$ cat src/rtl/mem_arbiter_if.sv
// rtl/mem_arbiter_if.sv - requester and memory port bundle for mem_arbiter
interface mem_arbiter_if #(
    parameter int n = 32
);
    logic         i_req;
    logic [n-1:0] i_addr;
    logic [n-1:0] i_rdata;
    logic         i_ready;
    logic         d_req;
    logic         d_we;
    logic [n-1:0] d_addr;
    logic [n-1:0] d_wdata;
    logic [n-1:0] d_rdata;
    logic         d_ready;
    logic         m_en;
    logic         m_we;
    logic [n-1:0] m_addr;
    logic [n-1:0] m_wdata;
    logic [n-1:0] m_rdata;

    modport slave (
        input  i_req, i_addr, d_req, d_we, d_addr, d_wdata, m_rdata,
        output i_rdata, i_ready, d_rdata, d_ready, m_en, m_we, m_addr, m_wdata
    );

    modport master (
        output i_req, i_addr, d_req, d_we, d_addr, d_wdata, m_rdata,
        input  i_rdata, i_ready, d_rdata, d_ready, m_en, m_we, m_addr, m_wdata
    );
endinterface

$ cat src/rtl/mem_arbiter.sv
// rtl/mem_arbiter.sv - fetch/data to single-port memory arbiter with starvation guard
module mem_arbiter #(
    parameter int n       = 32,
    parameter int LAT     = 2,
    parameter int MAXWAIT = 4
) (
    input  logic           clk,
    input  logic           reset,
    mem_arbiter_if.slave   bus
);
    localparam int CW = (LAT > 1) ? $clog2(LAT) : 1;
    localparam int SW = $clog2(MAXWAIT + 1);

    typedef enum logic [1:0] {IDLE, ACCESS, RESP} state_t;

    state_t        state;
    logic [CW-1:0] acc_cnt;
    logic [SW-1:0] starve_cnt;
    logic          grant_d;
    logic          pick_i;

    // Data wins a collision unless fetch has already waited MAXWAIT data grants.
    assign pick_i = bus.i_req && (!bus.d_req || (starve_cnt == SW'(MAXWAIT)));

    always_ff @(posedge clk) begin
        if (reset) begin
            state       <= IDLE;
            acc_cnt     <= '0;
            starve_cnt  <= '0;
            grant_d     <= 1'b0;
            bus.i_ready <= 1'b0;
            bus.d_ready <= 1'b0;
            bus.i_rdata <= '0;
            bus.d_rdata <= '0;
            bus.m_en    <= 1'b0;
            bus.m_we    <= 1'b0;
            bus.m_addr  <= '0;
            bus.m_wdata <= '0;
        end else begin
            bus.i_ready <= 1'b0;
            bus.d_ready <= 1'b0;
            case (state)
                IDLE: begin
                    if (bus.i_req || bus.d_req) begin
                        // The memory-side registers double as the latched request fields.
                        if (pick_i) begin
                            grant_d    <= 1'b0;
                            bus.m_addr <= bus.i_addr;
                            bus.m_we   <= 1'b0;
                            starve_cnt <= '0;
                        end else begin
                            grant_d     <= 1'b1;
                            bus.m_addr  <= bus.d_addr;
                            bus.m_wdata <= bus.d_wdata;
                            bus.m_we    <= bus.d_we;
                            if (bus.i_req && (starve_cnt != SW'(MAXWAIT)))
                                starve_cnt <= starve_cnt + 1'b1;
                        end
                        bus.m_en <= 1'b1;
                        acc_cnt  <= CW'(LAT - 1);
                        state    <= ACCESS;
                    end
                end
                ACCESS: begin
                    if (acc_cnt == '0) begin
                        if (!grant_d) begin
                            bus.i_rdata <= bus.m_rdata;
                            bus.i_ready <= 1'b1;
                        end else begin
                            if (!bus.m_we)
                                bus.d_rdata <= bus.m_rdata;
                            bus.d_ready <= 1'b1;
                        end
                        bus.m_en <= 1'b0;
                        bus.m_we <= 1'b0;
                        state    <= RESP;
                    end else begin
                        acc_cnt <= acc_cnt - 1'b1;
                    end
                end
                RESP: begin
                    state <= IDLE;
                end
                default: begin
                    state <= IDLE;
                end
            endcase
        end
    end
endmodule

$ cat src/flat_wrapper.sv
// flat-port wrapper written by rule: the top's interface ports become plain ports
module mem_arbiter_flat 
#(
    parameter int n       = 32,
    parameter int LAT     = 2,
    parameter int MAXWAIT = 4
)
  (clk, reset, bus_i_req, bus_i_addr, bus_d_req, bus_d_we, bus_d_addr, bus_d_wdata, bus_m_rdata, bus_i_rdata, bus_i_ready, bus_d_rdata, bus_d_ready, bus_m_en, bus_m_we, bus_m_addr, bus_m_wdata);
  mem_arbiter_if #(.n(n)) bus_i ();
  input  logic clk;
  input  logic reset;
  input wire logic [$bits(bus_i.i_req)-1:0] bus_i_req;
  input wire logic [$bits(bus_i.i_addr)-1:0] bus_i_addr;
  input wire logic [$bits(bus_i.d_req)-1:0] bus_d_req;
  input wire logic [$bits(bus_i.d_we)-1:0] bus_d_we;
  input wire logic [$bits(bus_i.d_addr)-1:0] bus_d_addr;
  input wire logic [$bits(bus_i.d_wdata)-1:0] bus_d_wdata;
  input wire logic [$bits(bus_i.m_rdata)-1:0] bus_m_rdata;
  output wire logic [$bits(bus_i.i_rdata)-1:0] bus_i_rdata;
  output wire logic [$bits(bus_i.i_ready)-1:0] bus_i_ready;
  output wire logic [$bits(bus_i.d_rdata)-1:0] bus_d_rdata;
  output wire logic [$bits(bus_i.d_ready)-1:0] bus_d_ready;
  output wire logic [$bits(bus_i.m_en)-1:0] bus_m_en;
  output wire logic [$bits(bus_i.m_we)-1:0] bus_m_we;
  output wire logic [$bits(bus_i.m_addr)-1:0] bus_m_addr;
  output wire logic [$bits(bus_i.m_wdata)-1:0] bus_m_wdata;
  assign bus_i.i_req = bus_i_req;
  assign bus_i.i_addr = bus_i_addr;
  assign bus_i.d_req = bus_d_req;
  assign bus_i.d_we = bus_d_we;
  assign bus_i.d_addr = bus_d_addr;
  assign bus_i.d_wdata = bus_d_wdata;
  assign bus_i.m_rdata = bus_m_rdata;
  assign bus_i_rdata = bus_i.i_rdata;
  assign bus_i_ready = bus_i.i_ready;
  assign bus_d_rdata = bus_i.d_rdata;
  assign bus_d_ready = bus_i.d_ready;
  assign bus_m_en = bus_i.m_en;
  assign bus_m_we = bus_i.m_we;
  assign bus_m_addr = bus_i.m_addr;
  assign bus_m_wdata = bus_i.m_wdata;
  mem_arbiter #(.n(n), .LAT(LAT), .MAXWAIT(MAXWAIT)) u_core (.clk(clk), .reset(reset), .bus(bus_i));
endmodule
$ cat config.mk
export PLATFORM = sky130hd
export DESIGN_NAME = mem_arbiter_flat
export DESIGN_NICKNAME = d
export VERILOG_FILES = /design/src/rtl/mem_arbiter_if.sv /design/src/rtl/mem_arbiter.sv /design/src/flat_wrapper.sv
export SDC_FILE = /design/constraint.sdc
export NUM_CORES = 1
export LEC_CHECK = 0
export BUFFER_PORTS_ARGS = -buffer_cell sky130_fd_sc_hd__buf_2
export CAP_MARGIN = 20
export CORE_MARGIN = 4
export CORE_UTILIZATION = 51
export DETAILED_ROUTE_END_ITERATION = 10
export GPL_TIMING_DRIVEN = 1
export PLACE_DENSITY = 0.89
export SYNTH_ARGS = -nofsm -noshare
export SYNTH_HDL_FRONTEND = slang
export SYNTH_SLANG_ARGS = --single-unit
$ cat constraint.sdc
create_clock -name clk -period 3.8 [get_ports clk]
set_input_delay 0.57 -clock clk [delete_from_list [all_inputs] [get_ports clk]]
set_output_delay 0.57 -clock clk [all_outputs]
set_load 0.1 [all_outputs]
**After elaboration in Yosys (flattened, before gate mapping)**

Index checks and enable logic that the tools add are counted.

- Register bits: 139
- Bits of input ports: 133
- Output and inout port bits: 132
- Logic and storage cells: 58

- $add $sub $neg: 2
- Equal/unequal tests: 5
- Multiplexer cells: 17
- Bitwise gates (word level): 5
- Reduce and logical (&&, ||, !) cells: 17

Operator list:

| kind | number |
|---|---|
| $mux W32 | 1 |
| $reduce_and A3 Y1 | 4 |
| $mux W1 | 8 |
| $mux W3 | 2 |
| $pmux W1 S2 | 3 |
| $reduce_and A2 Y1 | 3 |
| $not A1 Y1 | 5 |
| $mux W2 | 2 |
| $pmux W2 S2 | 1 |
| $reduce_and A4 Y1 | 1 |
| $reduce_bool A2 Y1 | 2 |
| $add A3 B1 Y3 const B | 1 |
| $eq A3 B3 Y1 const B | 1 |
| $ne A3 B3 Y1 const B | 1 |
| $reduce_or A3 Y1 | 1 |
| $eq A2 B1 Y1 const B | 1 |
| $logic_and A1 B1 Y1 | 2 |
| $logic_not A2 Y1 | 1 |
| $logic_or A1 B1 Y1 | 2 |
| $ne A2 B1 Y1 const B | 1 |
| $ne A2 B2 Y1 const B | 1 |
| $logic_not A1 Y1 | 1 |
| $sub A1 B1 Y1 const B | 1 |

**Logic depth before layout (Yosys ltp)**

Gate-level depths: netlist of run 1.

- Depth in word-level cells: 6
- Depth in mapped cells: 6
- Mapped depth without buffers: 5

**Worst setup path before layout of run 1**

Ideal clock, no wire load.

- Path type: reg-to-reg
- Start point: register u_core.bus.m_we
- End point: register u_core.bus.d_rdata[21]
- Library setup time: 0.071 ns
- Arrival: 1.715 ns
- Required time: 3.729 ns
- Setup slack: 2.014 ns
- Stages on the path, launching flop included: 5
- Path buffers: 1
- Clock period less this slack: 1.786 ns
- Cell sequence: dfxtp_1 nand2b_1 clkbuf_1 o21ai_0 a21oi_1

- Longest elaborated chain between the ends: 2

RTL lines:

| item | line | source |
|---|---|---|
| from (decl) | mem_arbiter_if.sv:23 | `output i_rdata, i_ready, d_rdata, d_ready, m_en, m_we, m_addr, m_wdata` |
| from (signal assigned) | mem_arbiter.sv:55 | `bus.m_we <= bus.d_we;` |
| $not A1 Y1 (no line) | -- |  |
| $reduce_and A4 Y1 (no line) | -- |  |
| to (signal assigned) | mem_arbiter.sv:71 | `bus.d_rdata <= bus.m_rdata;` |
| to (decl) | mem_arbiter_if.sv:23 |  |

Every way passes these cells.
A chain may end at the register's enable or synchronous reset.

**Worst setup path in the final report of run 1**

- Start point: register u_core.starve_cnt[0]
- End point: register u_core.bus.m_addr[0]

- Longest elaborated chain between the ends: 4

RTL lines:

| item | line | source |
|---|---|---|
| from (decl) | mem_arbiter.sv:18 | `logic [SW-1:0] starve_cnt;` |
| from (signal assigned) | mem_arbiter.sv:57 | `starve_cnt <= starve_cnt + 1'b1;` |
| $eq A3 B3 Y1 | mem_arbiter.sv:23 | `assign pick_i = bus.i_req && (!bus.d_req \|\| (starve_cnt == SW'(MAXWAIT)));` |
| $logic_or A1 B1 Y1 | mem_arbiter.sv:23 |  |
| $logic_and A1 B1 Y1 | mem_arbiter.sv:23 |  |
| $mux W32 | mem_arbiter.sv:46 | `if (pick_i) begin` |
| to (signal assigned) | mem_arbiter.sv:48 | `bus.m_addr <= bus.i_addr;` |
| to (signal assigned) | mem_arbiter.sv:53 | `bus.m_addr <= bus.d_addr;` |
| to (decl) | mem_arbiter_if.sv:23 |  |

Every way passes these cells.

==> results of run 1 <==
-- metal layers --
layer | global-route usage (%) | routed length [µm] | share of wire (%)
met3 | 6.24 | 1650 | 9.4
met1 | 33.5 | 6940 | 39
met5 | 0 | 0 | 0
met4 | 9.66 | 317 | 1.8
met2 | 43.8 | 8680 | 49
-- Yosys cell counts (2+ instances only) --
| library cell | count | area [µm²] |
|---|---|---|
| dfxtp_1 | 139 | 2780 |
| a21oi_1 | 135 | 676 |
| nand3_1 | 97 | 485 |
| o21ai_0 | 96 | 480 |
| nand2_1 | 69 | 259 |
| clkbuf_1 | 50 | 188 |
| a311oi_2 | 30 | 450 |
| buf_2 | 16 | 80.1 |
| buf_6 | 6 | 67.6 |
| inv_1 | 4 | 15.0 |
| nor2_1 | 3 | 11.3 |
| o21ai_1 | 3 | 15.0 |
| a311oi_1 | 2 | 17.5 |
| and2_1 | 2 | 12.5 |
| buf_4 | 2 | 15.0 |
| ha_1 | 2 | 25.0 |
| nor3b_2 | 2 | 25.0 |
| or3_1 | 2 | 12.5 |
| or3b_1 | 2 | 17.5 |
-- critical path: stages (launching register included) --
cell and delay [ns]:
dfxtp_1 0.33, inv_1 0.07, ha_1 0.27, a21bo_1 0.84, nand3_1 0.21, a311oi_2 0.33
-- area by class of cell --
class                      count  area (µm²)  share of cell area, %
inverter                       4        15.0                  0.194
clock buffer                  17         425                   5.49
tap                          140         175                   2.26
sequential                   139        2780                   35.9
multi-input combinational    463        2660                   34.3
clock inverter                13         215                   2.78
timing repair buffer         279        1480                   19.1
-- power by group through the flow --
stage	sequential (mW)	combinational [mW]	clock [mW]
finish	1.63	1.33	1.79
global route	1.64	1.39	1.89
CTS	1.63	1.32	1.82
detailed placement	1.66	1.32	0
global placement	1.65	1.29	0
floorplan	2.36	0.360	0
-- state kept, by name, summed over array words and instances (netlist names) --
signal,flops
u_core.bus.d_rdata,32
u_core.bus.i_rdata,32
u_core.bus.m_addr,32
u_core.bus.m_wdata,32
u_core.starve_cnt,3
u_core.state,2
u_core.acc_cnt,1
u_core.bus.d_ready,1
u_core.bus.i_ready,1
u_core.bus.m_en,1
u_core.bus.m_we,1
u_core.grant_d,1
-- cell families (layout without fill, tap and decap cells) --
family,after synthesis,in the layout,share of synthesized area (%)
compound gates,272,272,29.3
simple gates,189,189,15.9
flops,139,139,48.1
buf+inv,78,313,6.32
fa+ha+maj,2,2,0.433
-- metrics by stage --
| step | cell area [µm²] | worst slack (ns) | power (mW) | utilization (%) |
|---|---|---|---|---|
| 3_3_place_gp | 7040 | 1.53 | 2.95 | 64.1 |
| 3_5_place_dp | 7080 | 1.59 | 2.97 | 64.5 |
| 6_report | 7750 | 1.64 | 4.75 | 70.6 |
| 2_1_floorplan | 5780 | 2.01 | 2.72 | - |
| 4_1_cts | 7720 | 1.68 | 4.76 | 70.3 |
| 5_1_grt | 7750 | 1.44 | 4.92 | 70.6 |
-- path summary, 6_finish.rpt --
path / from / endpoint / slack, ns / depth (start not counted)
max: u_core.starve_cnt[0] / u_core.bus.m_addr[0] / 1.64 / 5
min: bus_d_wdata[15] / u_core.bus.m_wdata[15] / 0.41 / 3
max reg2reg: u_core.starve_cnt[0] / u_core.bus.m_addr[0] / 1.64 / 5
min reg2reg: u_core.bus.i_rdata[30] / u_core.bus.i_rdata[30] / 0.45 / 2
==> impl_metrics.py, run 1 <==
metrics = {
    "cts": {
        "htreeDepth": 4,
        "ctsResizeCount": 0,
        "ctsLongestPathBuffers": 2,
        "clkTransAtPathRegs_ns": 0.06,
        "cts_buffers": 17,
        "cts_setup_buffers": 0,
        "clock_latency_ns": 0.41,
        "cts_tree": "built",
        "cts.sinks": 139,
        "cts-root-buf": "clkbuf_16",
        "ctsHoldBuffers": 0,
    },
    "place": {
        "post-place-cells": 1023,
        "dp_hpwl_um": 11900,
        "place_congestion": 0.847,
        "io_buffers": 264,
    },
    "synthesis": {
        "synth_area_um2": 5780,
        "ys.flop_type": "dfxtp_1",
        "syn_nets": 815,
        "synth_cells": 680,
        "yosysUniqueCellTypes": 37,
        "ys_ff_latch": 139,
        "synth-edff-count": 0,
        "synthArstFlopShare_pct": 0,
        "syn_avg_cell_area_um2": 8.51,
        "seq_area_frac_synth_pct": 48.1,
        "synth_warnings": 0,
    },
    "timing": {
        "whs_ns": 0.407,
        "worst-slew-pin-transition_ns": 1.04,
        "fmax_mhz": 463,
        "hold_viol_final": 0,
        "finalSetupTns_ns": 0,
        "grt_setup_unrepaired": "no",
        "fin_skew_ns": 0.0147,
        "maxSlewViolCount": 0,
        "relSlewSlack_pct": 30.7,
        "post-route-period-util_pct": 56.8,
        "period_needed_ns": 2.16,
        "setup_viol": 0,
    },
    "global_routing": {
        "gr-total-overflow": 0,
        "grt_max_degree": 63,
        "grt_pass1_wl_um": 28100,
        "antenna_found_initial": 0,
        "grtUsageTotal_pct": 26.4,
        "first_global_vias": 5780,
    },
    "power": {
        "power_frac_clock_pct": 37.8,
        "share_comb_of_total_power_pct": 27.9,
        "internal-power_mw": 2.99,
        "peakVddDrop_v": 0.000293,
        "powerDensity_nw_per_um2": 612,
        "p_switching_mw": 1.76,
        "power_frac_seq_pct": 34.3,
        "cellLeakagePower_nw": 3.34,
        "swShare_pct": 37.0,
    },
    "status": {
        "status": "complete, no violations",
    },
    "worst_setup_path": {
        "crit_path_end_kind": "flip-flop",
        "cp_data_arrival_time_ns": 2.47,
        "startpoint_type": "flip-flop",
        "worst-setup-path-type": "reg2reg",
        "worstPathRequired_ns": 4.11,
        "critPathMaxFanout": 33,
    },
    "flow_run": {
        "max_cap_violations": 0,
    },
    "cells_and_area": {
        "num_antenna_cells": 0,
        "layout_commonest_cell": "buf_2",
        "final_cell_mix": "buf_2 (263), dfxtp_1 (139), a21oi_1 (135)",
        "nFillCells": 874,
        "drive_gt1_share_pct": 38.0,
        "layout.cells.non_filler": 1055,
        "syn2layout_area_growth_pct": 34.0,
        "nNetsFinal": 1039,
    },
    "routing": {
        "wire_per_inst_um": 16.7,
        "drc_errors": 0,
        "antenna_left": 0,
        "drtPass1Iterations": 5,
        "vias": 6028,
        "via_per_inst": 5.71,
        "wirelength_um": 17600,
        "drt_iter0_drc": 639,
    },
    "floorplanning": {
        "rows": 38,
        "die_h_um": 114,
        "pin_count": 265,
        "initial_core_util_pct": 52.7,
        "core_area_um2": 11000,
        "die_x_um": 114,
        "dieArea_um2": 13100,
    },
    "worst_hold_path": {
        "min_path_type": "in2reg",
    },
}
(Power assumes the default switching activity.)
==> inputs of run 2 (changes only) <==
- ABC_AREA: not set -> 1
- CORE_UTILIZATION: 51 -> 47
- PLACE_DENSITY: 0.89 -> 0.83
- clock period: 3.8 -> 2.11 ns (I/O delays scaled with it)
==> impl_metrics.py, run 2 <==
metrics = {
    "status": {
        "status": "complete, no violations",
    },
    "cells_and_area": {
        "num_antenna_cells": 0,
        "nFillCells": 1085,
        "drive_gt1_share_pct": 30.4,
        "multi_input_area_um2": 2500,
        "final_cell_mix": "buf_2 (264), nor2_1 (202), nand2_1 (144)",
        "syn2layout_area_growth_pct": 33.1,
        "regArea_um2": 2780,
        "layout_commonest_cell": "buf_2",
        "nNetsFinal": 1173,
    },
    "timing": {
        "grt_setup_unrepaired": "no",
        "fin_skew_ns": 0.00993,
        "hold_viol_final": 0,
        "setup_viol": 0,
        "fmax_mhz": 620,
        "finalSetupTns_ns": 0,
        "post-route-period-util_pct": 76.4,
        "period_needed_ns": 1.61,
        "worst-slew-pin-transition_ns": 0.768,
        "maxSlewViolCount": 0,
        "relSlewSlack_pct": 48.8,
    },
    "cts": {
        "ctsResizeCount": 0,
        "cts-root-buf": "clkbuf_16",
        "cts_tree": "built",
        "ctsHoldBuffers": 0,
        "cts.sinks": 139,
        "ctsLongestPathBuffers": 2,
        "htreeDepth": 4,
        "clock_latency_ns": 0.40,
        "clkTransAtPathRegs_ns": 0.06,
        "cts_buffers": 17,
        "cts_setup_buffers": 0,
    },
    "synthesis": {
        "synth_common_cells": "nor2_1 (203), nand2_1 (144), dfxtp_1 (139)",
        "synth_warnings": 0,
        "ys_ff_latch": 139,
        "synth_top_area_share_pct": 48.5,
        "syn_nets": 935,
        "synth_area_um2": 5740,
        "synth-edff-count": 0,
        "yosysMostFrequentCell": "nor2_1",
        "synthArstFlopShare_pct": 0,
        "syn_avg_cell_area_um2": 7.17,
        "synth_cells": 800,
        "seq_area_frac_synth_pct": 48.5,
        "ys.flop_type": "dfxtp_1",
        "yosysUniqueCellTypes": 22,
        "synthTopCellsByArea": "dfxtp_1 (49%), nor2_1 (13%), nand2_1 (9.4%), nand3_1 (8.7%), nand3b_1 (4.2%)",
        "synth_top_area_cell": "dfxtp_1",
    },
    "worst_setup_path": {
        "worstSetupEndpoint": "u_core.bus.m_addr[0]",
        "crit_slowest_cell": "buf_4",
        "r2r_end": "u_core.bus.m_addr[0]",
        "crit_path_end_kind": "flip-flop",
        "ff2ff_setup_slack_ns": 0.50,
        "worstPathRequired_ns": 2.45,
        "slowest_delay_ns": 0.37,
        "crit_buf_inv": 3,
        "rr_startpoint": "u_core.starve_cnt[0]",
        "cp_cell_sequence": "inv_1 -> ha_1 -> nand2_1 -> nand2_2 -> nand2_2 -> buf_4 -> nand2_1 -> nand3_1 -> nand2_1 -> inv_1",
        "critPathMaxFanout": 41,
        "worst-setup-path-type": "reg2reg",
        "path_common_cell": "nand2_1",
        "cp_top_family": "simple AND/OR/NAND/NOR gates",
        "path_depth": 10,
        "cp-startpoint": "u_core.starve_cnt[0]",
        "worstRegToRegCells": 10,
        "cp_data_arrival_time_ns": 1.96,
        "startpoint_type": "flip-flop",
    },
    "place": {
        "dp_hpwl_um": 11100,
        "io_buffers": 264,
        "place_congestion": 0.821,
    },
    "floorplanning": {
        "core_area_um2": 12000,
        "die_x_um": 118,
        "pin_count": 265,
        "initial_core_util_pct": 47.9,
        "rows": 40,
        "die_h_um": 118,
        "dieArea_um2": 14000,
    },
    "global_routing": {
        "antenna_found_initial": 0,
        "first_global_vias": 5301,
        "grt_max_degree": 87,
        "grt_pass1_wl_um": 24700,
        "grtUsageTotal_pct": 21.0,
        "gr-total-overflow": 0,
    },
    "worst_hold_path": {
        "min_path_type": "in2reg",
        "hold_start": "bus_m_rdata[23]",
    },
    "power": {
        "cellLeakagePower_nw": 3.98,
        "peakVddDrop_v": 0.000562,
        "power.total_mw": 8.64,
        "powerDensity_nw_per_um2": 1130,
    },
    "flow_run": {
        "max_cap_violations": 0,
    },
    "routing": {
        "drc_errors": 0,
        "wire_per_inst_um": 13.1,
        "vias": 5925,
        "via_per_inst": 4.95,
        "drt_iter0_drc": 526,
        "wirelength_um": 15700,
        "antenna_left": 0,
        "drtPass1Iterations": 7,
    },
}
[run 2: cell count changes in the layout (fill, tap and decap cells not counted), sizes merged, moves of 31 or more]
cell    delta
nand3b    +31
a21oi     -97
a311oi    -32
nor2     +202
nand2     +78
inv       +36
o21ai     -66
[run 2: through the flow]
step           setup WS, ns  instance area (µm²)  hold WS, ns  instances  utilization [%]
2_1_floorplan         0.417                 5740        0.470        800                -
5_1_grt               0.293                 7630        0.179       1197             63.8
3_3_place_gp          0.556                 7070        0.446       1166             59.1
4_1_cts               0.510                 7630        0.172       1197             63.8
6_report              0.497                 7630        0.184       1197             63.8
3_5_place_dp          0.523                 7070        0.450       1166             59.1
[run 2: cells by family (layout without fill, tap and decap cells)]
kind of cell	count (synthesis)	count (layout)	share of synthesized area, %
XOR/XNOR	1	1	0.153
adder cells (fa/ha/maj)	2	2	0.436
AO/OA/AOI/OAI	71	71	6.20
flip-flops	139	139	48.5
buffers and inverters	99	349	7.85
AND/OR/NAND/NOR	488	488	36.8
[run 2: worst min path at each step]
stage | endpoint | depth (start not counted)
after detailed placement | u_core.bus.i_rdata[0] | 2
after global routing | u_core.bus.d_rdata[0] | 3
after floorplan | u_core.starve_cnt[2] | 2
final | u_core.bus.d_rdata[23] | 3
after global placement | u_core.bus.i_rdata[13] | 2
after CTS | u_core.bus.d_rdata[9] | 3
[run 2: area by class of cell]
type / instances / area share [%]
flip-flops and latches: 139 / 36.5
multi-input cells: 562 / 32.8
repair buffers: 276 / 18.8
clock buffers: 20 / 5.85
well taps: 147 / 2.41
inverters: 42 / 2.07
clock inverters: 11 / 1.59
[run 2: power by group]
part           internal [mW]  leakage (nW)  switching, mW
clock                   1.76         0.276           1.07
sequential              2.86          1.14          0.118
combinational          0.520          2.56           2.31
total                   5.15          3.98           3.50
[run 2: layer usage]
metal  track usage, %  share of wire [%]  vias up  wire (µm)
met5                0                  0        -          0
met4             8.40                2.6        0        403
met3             5.89                7.1       33       1120
met2             36.3                 50      224       7800
met1             24.6                 40     2657       6340
li1                 -                  -     3011          -
[run 2: worst min-delay path, cell delays in order]
cell and delay, ns:
buf_2 0.09, o21ai_0 0.07, nor2_1 0.07
==> inputs of run 3 (changes only) <==
- clock period: 2.11 -> 1.7 ns (I/O delays scaled with it)
==> impl_metrics.py, run 3 (same netlist as run 2, synthesis figures left out) <==
metrics = {
    "status": {
        "status": "complete, no violations",
    },
    "place": {
        "io_buffers": 264,
        "place_congestion": 0.838,
        "dp_hpwl_um": 11400,
    },
    "cts": {
        "clkTransAtPathRegs_ns": 0.06,
        "clock_latency_ns": 0.41,
        "ctsLongestPathBuffers": 2,
        "cts.sinks": 139,
        "ctsResizeCount": 0,
        "cts_setup_buffers": 0,
        "cts-root-buf": "clkbuf_16",
        "cts_tree": "built",
        "cts_buffers": 17,
        "ctsHoldBuffers": 0,
        "htreeDepth": 4,
    },
    "worst_setup_path": {
        "crit_buf_inv": 1,
        "cp_top_family": "buffers and inverters",
        "critPathMaxFanout": 3,
        "crit_path_end_kind": "output port",
        "rr_startpoint": "u_core.starve_cnt[0]",
        "worstPathRequired_ns": 1.44,
        "crit_slowest_cell": "buf_2",
        "startpoint_type": "flip-flop",
        "ff2ff_setup_slack_ns": 0.30,
        "cp_cell_sequence": "buf_2",
        "cp_data_arrival_time_ns": 1.21,
        "worst-setup-path-type": "reg2out",
        "slowest_delay_ns": 0.45,
        "r2r_end": "u_core.bus.m_wdata[26]",
        "worstRegToRegCells": 10,
    },
    "cells_and_area": {
        "regArea_um2": 2780,
        "final_util_pct": 65.1,
        "multi_input_area_um2": 2500,
        "num_antenna_cells": 0,
        "drive_gt1_share_pct": 30.8,
        "final_cell_mix": "buf_2 (264), nor2_1 (202), nand2_1 (144)",
        "nFillCells": 1078,
        "layout_commonest_cell": "buf_2",
        "nNetsFinal": 1176,
        "syn2layout_area_growth_pct": 35.7,
    },
    "timing": {
        "maxSlewViolCount": 0,
        "finalSetupTns_ns": 0,
        "relSlewSlack_pct": 49.6,
        "grt_setup_unrepaired": "no",
        "period_needed_ns": 1.47,
        "worst-slew-pin-transition_ns": 0.756,
        "fin_skew_ns": 0.00644,
        "post-route-period-util_pct": 86.3,
        "fmax_mhz": 681,
        "hold_viol_final": 0,
        "setup_viol": 0,
    },
    "floorplanning": {
        "dieArea_um2": 14000,
        "die_x_um": 118,
        "pin_count": 265,
        "initial_core_util_pct": 47.9,
        "core_area_um2": 12000,
        "die_h_um": 118,
        "rows": 40,
    },
    "power": {
        "cellLeakagePower_nw": 4.05,
        "peakVddDrop_v": 0.000734,
        "powerDensity_nw_per_um2": 1430,
    },
    "routing": {
        "via_per_inst": 4.89,
        "wirelength_um": 16200,
        "drtPass1Iterations": 4,
        "vias": 5871,
        "drc_errors": 0,
        "drt_iter0_drc": 452,
        "antenna_left": 0,
        "wire_per_inst_um": 13.5,
    },
    "worst_hold_path": {
        "hold_start": "bus_m_rdata[23]",
        "min_path_type": "in2reg",
        "hold_path_depth": 3,
        "worstHoldEndpoint": "u_core.bus.d_rdata[23]",
    },
    "global_routing": {
        "antenna_found_initial": 1,
        "grt_pass1_wl_um": 25500,
        "grt_max_degree": 73,
        "first_global_vias": 5329,
        "gr-total-overflow": 0,
        "grtUsageTotal_pct": 22.0,
    },
    "flow_run": {
        "max_cap_violations": 0,
    },
}
run 3: cell types whose count changed in the layout (fill, tap and decap cells not counted):
cell       previous run  this run
clkinv_2              4         3
clkbuf_1              2         0
buf_4                10         8
bufinv_16             2         4
clkinv_4              2         4
buf_12                2         7
run 3: through the flow:
stage / setup slack (ns) / cells / total power, mW / cell area [µm²] / hold WS, ns
finish: 0.232 / 1201 / 11.2 / 7780 / 0.110
floorplan: 0.00710 / 800 / 6.66 / 5740 / 0.419
detailed placement: 0.301 / 1169 / 7.32 / 7150 / 0.449
global placement: 0.350 / 1169 / 7.28 / 7150 / 0.447
global route: 0.169 / 1201 / 11.6 / 7780 / 0.107
CTS: 0.208 / 1201 / 11.2 / 7780 / 0.101
run 3: area by class of cell:
class,instances,area share (%)
sequential,139,35.7
clock inverter,14,2.49
clock buffer,18,5.64
tap,147,2.36
timing repair buffer,279,19.5
inverter,42,2.03
multi-input combinational,562,32.2
run 3: worst max path at each step:
stage               depth (start not counted)                     end                  from  slack (ns)
floorplan                                   5  u_core.bus.d_rdata[24]       u_core.bus.m_we       0.007
CTS                                         1                bus_m_we       u_core.bus.m_we        0.21
detailed placement                         10  u_core.bus.m_wdata[26]  u_core.starve_cnt[0]        0.30
global placement                            9    u_core.bus.m_addr[9]  u_core.starve_cnt[0]        0.35
global route                                9    u_core.bus.m_addr[4]  u_core.starve_cnt[0]        0.17
finish                                      1                bus_m_we       u_core.bus.m_we        0.23
run 3: routing by layer:
layer | part of all wire, % | wire length [µm] | up-vias | global-route usage [%]
met3 | 7.2 | 1170 | 34 | 5.89
li1 | - | - | 3015 | -
met5 | 0.043 | 7 | - | 0
met2 | 50 | 8100 | 212 | 37.5
met1 | 40 | 6540 | 2608 | 26.3
met4 | 2.4 | 384 | 2 | 8.62
run 3: power by group:
part	switching, mW	internal, mW
registers	0.149	3.55
logic	2.87	0.678
clock network	1.42	2.50
total	4.44	6.73
run 3: worst reg2reg max path, delay by kind of cell, from the launching register on:
family / cells / cell delay, ns
AND/OR/NAND/NOR: 6 / 0.48
flip-flops: 1 / 0.35
buffers and inverters: 3 / 0.32
adder cells (fa/ha/maj): 1 / 0.19
